`config.mk`:
```
export PLATFORM = sky130hd
export DESIGN_NAME = tap_route
export DESIGN_NICKNAME = d
export VERILOG_FILES = /design/src/rtl/tap_route.sv
export SDC_FILE = /design/constraint.sdc
export NUM_CORES = 1
export LEC_CHECK = 0
export CAP_MARGIN = 20
export CORE_AREA = 3 3 40 42
export DETAILED_ROUTE_END_ITERATION = 6
export DIE_AREA = 0 0 43 45
export REMOVE_ABC_BUFFERS = 1
export SYNTH_ARGS = -nofsm -noshare
export SYNTH_HDL_FRONTEND = slang
export SYNTH_SLANG_ARGS = --single-unit
```
`constraint.sdc`:
```
create_clock -name GCLK_Pad -period 0.99 [get_ports GCLK_Pad]
set_input_delay 0.198 -clock GCLK_Pad [delete_from_list [all_inputs] [get_ports GCLK_Pad]]
set_output_delay 0.198 -clock GCLK_Pad [all_outputs]
set_load 0.01 [all_outputs]
```
`src/rtl/tap_route.sv`:
```
// IEEE 1149.1 TAP controller state machine with the state code driven straight from the register.
// Build option: define TAP_IEEE_ENCODING_EN for the IEEE-style hex state codes; default is sequential 0..15.
module tap_route (
  input  logic GCLK_Pad,
  input  logic TRST_Pad,
  input  logic TMS_Pad,
  output logic state_obs0_Pad,
  output logic state_obs1_Pad,
  output logic state_obs2_Pad,
  output logic state_obs3_Pad
);

  localparam int unsigned STATE_W = 4;

`ifdef TAP_IEEE_ENCODING_EN
  typedef enum logic [STATE_W-1:0] {
    S_TLR   = 4'hF,
    S_RTI   = 4'hC,
    S_SELDR = 4'h7,
    S_CAPDR = 4'h6,
    S_SHDR  = 4'h2,
    S_EX1DR = 4'h1,
    S_PAUDR = 4'h3,
    S_EX2DR = 4'h0,
    S_UPDDR = 4'h5,
    S_SELIR = 4'h4,
    S_CAPIR = 4'hE,
    S_SHIR  = 4'hA,
    S_EX1IR = 4'h9,
    S_PAUIR = 4'hB,
    S_EX2IR = 4'h8,
    S_UPDIR = 4'hD
  } tap_state_e;
`else
  typedef enum logic [STATE_W-1:0] {
    S_TLR   = 4'd0,
    S_RTI   = 4'd1,
    S_SELDR = 4'd2,
    S_CAPDR = 4'd3,
    S_SHDR  = 4'd4,
    S_EX1DR = 4'd5,
    S_PAUDR = 4'd6,
    S_EX2DR = 4'd7,
    S_UPDDR = 4'd8,
    S_SELIR = 4'd9,
    S_CAPIR = 4'd10,
    S_SHIR  = 4'd11,
    S_EX1IR = 4'd12,
    S_PAUIR = 4'd13,
    S_EX2IR = 4'd14,
    S_UPDIR = 4'd15
  } tap_state_e;
`endif

  tap_state_e r_state;

  // Every code is a real state, so the default arm only exists for completeness.
  always_ff @(posedge GCLK_Pad or negedge TRST_Pad) begin
    if (!TRST_Pad) begin
      r_state <= S_TLR;
    end else begin
      case (r_state)
        S_TLR:   r_state <= TMS_Pad ? S_TLR   : S_RTI;
        S_RTI:   r_state <= TMS_Pad ? S_SELDR : S_RTI;
        S_SELDR: r_state <= TMS_Pad ? S_SELIR : S_CAPDR;
        S_CAPDR: r_state <= TMS_Pad ? S_EX1DR : S_SHDR;
        S_SHDR:  r_state <= TMS_Pad ? S_EX1DR : S_SHDR;
        S_EX1DR: r_state <= TMS_Pad ? S_UPDDR : S_PAUDR;
        S_PAUDR: r_state <= TMS_Pad ? S_EX2DR : S_PAUDR;
        S_EX2DR: r_state <= TMS_Pad ? S_UPDDR : S_SHDR;
        S_UPDDR: r_state <= TMS_Pad ? S_SELDR : S_RTI;
        S_SELIR: r_state <= TMS_Pad ? S_TLR   : S_CAPIR;
        S_CAPIR: r_state <= TMS_Pad ? S_EX1IR : S_SHIR;
        S_SHIR:  r_state <= TMS_Pad ? S_EX1IR : S_SHIR;
        S_EX1IR: r_state <= TMS_Pad ? S_UPDIR : S_PAUIR;
        S_PAUIR: r_state <= TMS_Pad ? S_EX2IR : S_PAUIR;
        S_EX2IR: r_state <= TMS_Pad ? S_UPDIR : S_SHIR;
        S_UPDIR: r_state <= TMS_Pad ? S_SELDR : S_RTI;
        default: r_state <= S_TLR;
      endcase
    end
  end

  assign state_obs0_Pad = r_state[0];
  assign state_obs1_Pad = r_state[1];
  assign state_obs2_Pad = r_state[2];
  assign state_obs3_Pad = r_state[3];

endmodule

```
; Word level (Yosys, flattened, before mapping)
; Index checks and enable logic that the tools add are counted.
[word_totals]
wordCells = 33
output_inout_bits = 4
input_bits = 3
reg_bits = 4
[classes]
n_reduce_logical = 4
n_mux = 13
eq_ne = 15
[op_table]
columns = op, n
row1 = $pmux 4 s12, 1
row2 = $eq 4x4->1 const B, 8
row3 = $eq 4x3->1 const B, 4
row4 = $mux 4, 4
row5 = $eq 4x2->1 const B, 2
row6 = $mux 2, 3
row7 = $mux 3, 2
row8 = $eq 4x1->1 const B, 1
row9 = $logic_not 4->1, 1
row10 = $reduce_or 2->1, 2
row11 = $mux 1, 3
row12 = $reduce_or 3->1, 1

; Depth between registers and ports, before layout
[depth]
ltp_word = 3
ltp_mapped = 4
depth_no_buf = 3

; Worst setup path after synthesis
; Ideal clock, no wire load.
[synth_path]
path_type = register to register
startpoint = register r_state[2]
endpoint = register r_state[1]
arrival_ns = 1.012
path_stages_with_launch = 5
slack_ns = -0.163
path_buffers = 1
setup_time_ns = 0.141
required_time_ns = 0.849
period_less_slack_ns = 1.153
path_cell_list = dfrtp_1 clkbuf_8 or2b_1 a21oi_1 o221ai_1
[synth_between]
elab_chain_cells = 3
elab_cells_between_ends = 20
cone_classes = eq/ne: 15 / mux: 1 / reduce/logical: 4
[synth_rtl]
columns = element, line_no
row1 = "start, declared", 55  ; tap_state_e r_state;
row2 = "start signal, assigned", 63  ; S_TLR: r_state <= TMS_Pad ? S_TLR : S_RTI;
row3 = "start signal, assigned", 64  ; S_RTI: r_state <= TMS_Pad ? S_SELDR : S_RTI;
row4 = "start signal, assigned", 65  ; S_SELDR: r_state <= TMS_Pad ? S_SELIR : S_CAPDR;
row5 = $eq 4x4->1 (tied with other cells), 62  ; case (r_state)
row6 = $reduce_or 3->1 (no source line) or $reduce_or 2->1 (tied branches), n/a
row7 = $pmux 4 s12 *, 62
; Every way passes the cells marked *; elsewhere a longest branch is shown, timed or not.

; Worst setup path after layout
; Ends and elaborated chain as after synthesis.

==> results.yml <==
status:
  status: "finished, violations left"
  violations: "negative setup slack"
setup_path:
  worst-r2r-cell-count: 4
  crit_end: "r_state[1]$_DFF_PN0_"
  end_kind: "flop"
  rr_endpoint: "r_state[1]$_DFF_PN0_"
  start_kind: "flop"
  worst-setup-path-type: "reg -> reg"
  crit_fanout: 6
  critPathRequiredTime_ns: 1.10
  cp_data_arrival_time_ns: 1.28
  worst-r2r-setup-slack_ns: -0.19
  regToRegStartpoint: "r_state[2]$_DFF_PN0_"
  startpoint: "r_state[2]$_DFF_PN0_"
finish:
  areaGrowthSynthToFinish_pct: 65.7
  finish.utilization_pct: 40.5
  fin_nets: 61
  top_register: "r_state"
  largestRegisters: "r_state: 4 flops"
  largest_reg_flops: 4
  drive_above_1_share_pct: 55.4
  fillerInstances: 129
  diodes: 0
drt:
  drt_drc_violations_left: 0
  vias: 356
  drt-wirelength-per-cell_um: 12.7
  viasPerCell: 5.01
  drt-total-wl_um: 903
  final_antenna_net_count: 0
  drt_iter0_markers: 6
  dr.pass1.iters: 4
power_and_ir_drop:
  cellLeakagePower_nw: 0.233
  clkPwrFrac_pct: 10.9
  irDropWorstVdd_mv: 1.20
  cellPowerDensity_mw_per_mm2: 3690
  p_comb_share_pct: 70.2
  power_switching_mw: 0.762
  p_sw_share_pct: 39.6
  p_int_mw: 1.16
  p_seq_share_pct: 18.9
sta:
  rsz0062_at_grt: "yes"
  hold_viol_final: 0
  max_freq_mhz: 850
  finalClockSkew_ns: 0.00418
  drv_slew: 0
  fin_ws_ns: -0.187
  setup_violations: 6
  min_period_ns: 1.18
  worstMarginPinSlew_ns: 0.210
  fin_crit_sh_pct: 119
  fin_hold_ws_ns: 0.169
  relSlewSlack_pct: 85.9
synth:
  yosys-top-cells-area: "dfrtp_1, a21oi_1, and2b_2"
  synth.most_common_cell: "a21oi_1"
  syn_area_um2: 314
  synth_warnings: 0
  synthArstFlopShare_pct: 100
  ys_ff_latch: 4
  syn_area_per_cell_um2: 8.49
  synth_common_cells: "a21oi_1, dfrtp_1, o21ai_0"
  ys_types: 23
  yosysTopAreaCell: "dfrtp_1"
  synth_top_area_share_pct: 31.9
  synth_top_flop_cell: "dfrtp_1"
  synthCells: 37
  synth_edf_count: 0
  ys_seq_area_share_pct: 31.9
clock_tree:
  clockRootBuffer: "clkbuf_4"
  cts.sinks: 4
  numCtsBuffers: 3
  cts_tree: "built"
  clk_latency_ns: 0.24
  clk_pin_slew_ns: 0.04
  hold_buffers: 0
  cts.htree.levels: 1
  cts_buffer_depth: 2
place:
  dpl.hpwl_um: 571
  port_buffers: 6
  place_congestion: 0.759
die:
  io_pins: 7
  die_h_um: 45
  start_util_pct: 24.4
  die_x_um: 43
  die_area_mm2: 0.00194
  rows: 13
  core_area_mm2: 0.00128
min_path:
  min_path_type: "in -> async"
job:
  max-cap-violations: 0
global_route:
  antenna_found_initial: 0
  overflow: 0
  grt_pass1_vias: 358
  track_usage_pct: 10.8
  grt_max_degree: 14
  grt_pass1_wl_um: 1530
cell type report:
cell class	count	area [µm²]	share of cell area, %
repair buffers	19	168	32.2
multi-input cells	28	203	38.9
inverters	2	7.51	1.44
flip-flops and latches	4	101	19.5
well taps	15	18.8	3.61
clock buffers	3	22.5	4.33
worst max-delay path: stages (launching register included):
cell and delay [ns]:
dfrtp_2 0.44, buf_6 0.13, or2b_1 0.22, a21oi_2 0.15
o221ai_2 0.10
power groups by stage:
stage          clock network, mW  logic [mW]  registers (mW)
3_3_place_gp                   0        1.11           0.347
3_5_place_dp                   0        1.10           0.345
6_report                   0.210        1.35           0.363
4_1_cts                    0.215        1.15           0.357
2_1_floorplan                  0       0.390           0.469
5_1_grt                    0.222        1.47           0.375
worst min-delay path by stage:
stage / start / to / slack [ns] / cells after the start
global placement: TRST_Pad / r_state[3]$_DFF_PN0_ / 0.42 / 1
floorplan: TRST_Pad / r_state[0]$_DFF_PN0_ / -0.1 / 0
finish: TRST_Pad / r_state[3]$_DFF_PN0_ / 0.17 / 1
global route: TRST_Pad / r_state[3]$_DFF_PN0_ / 0.19 / 1
CTS: TRST_Pad / r_state[3]$_DFF_PN0_ / 0.17 / 1
detailed placement: TRST_Pad / r_state[3]$_DFF_PN0_ / 0.42 / 1
metal layers:
| metal | GRT usage (%) | vias to the layer above | part of all wire, % |
|---|---|---|---|
| met4 | 9.04 | 0 | 1.3 |
| met3 | 0.398 | 2 | 2.2 |
| li1 | - | 174 | - |
| met1 | 13.1 | 172 | 42 |
| met2 | 17.7 | 8 | 54 |
| met5 | 0 | - | 0 |
cells by family (layout without fill, tap and decap cells):
logic type	count (synthesis)	after routing	share of synthesized area [%]
AO/OA/AOI/OAI	14	14	28.7
buffers and inverters	5	24	11.6
flip-flops	4	4	31.9
AND/OR/NAND/NOR	14	14	27.9
cells in the final DEF (no fill, tap or decap), types with 2 or more instances in the layout:
| master | Yosys | routed |
|---|---|---|
| clkbuf_4 | 0 | 3 |
| buf_6 | 0 | 4 |
| clkdlybuf4s50_1 | 0 | 2 |
| buf_4 | 2 | 9 |
| a21oi_2 | 0 | 3 |
| and2b_2 | 2 | 2 |
| buf_2 | 0 | 3 |
| a21oi_1 | 5 | 2 |
| nand2_1 | 2 | 2 |
| nor3_1 | 2 | 2 |
| o21ai_1 | 0 | 2 |
| dfrtp_1 | 4 | 3 |
metrics by stage:
stage | TNS [ns] | std cells | total power [mW] | worst slack [ns] | instance area (µm²)
floorplan | -0.472 | 34 | 0.860 | -0.138 | 285
CTS | -0.681 | 68 | 1.72 | -0.182 | 483
finish | -0.776 | 71 | 1.92 | -0.187 | 520
detailed placement | -1.80 | 65 | 1.45 | -0.397 | 452
global placement | -1.73 | 65 | 1.46 | -0.372 | 452
global route | -1.10 | 71 | 2.07 | -0.268 | 520
what timing repair did:
action                     in CTS  in global routing
pin swaps                       1                  4
setup endpoints to repair       8                  8
gates resized for setup        21                  9
buffers inserted                0                  3
Note: power is estimated with default switching activity, not from simulation.
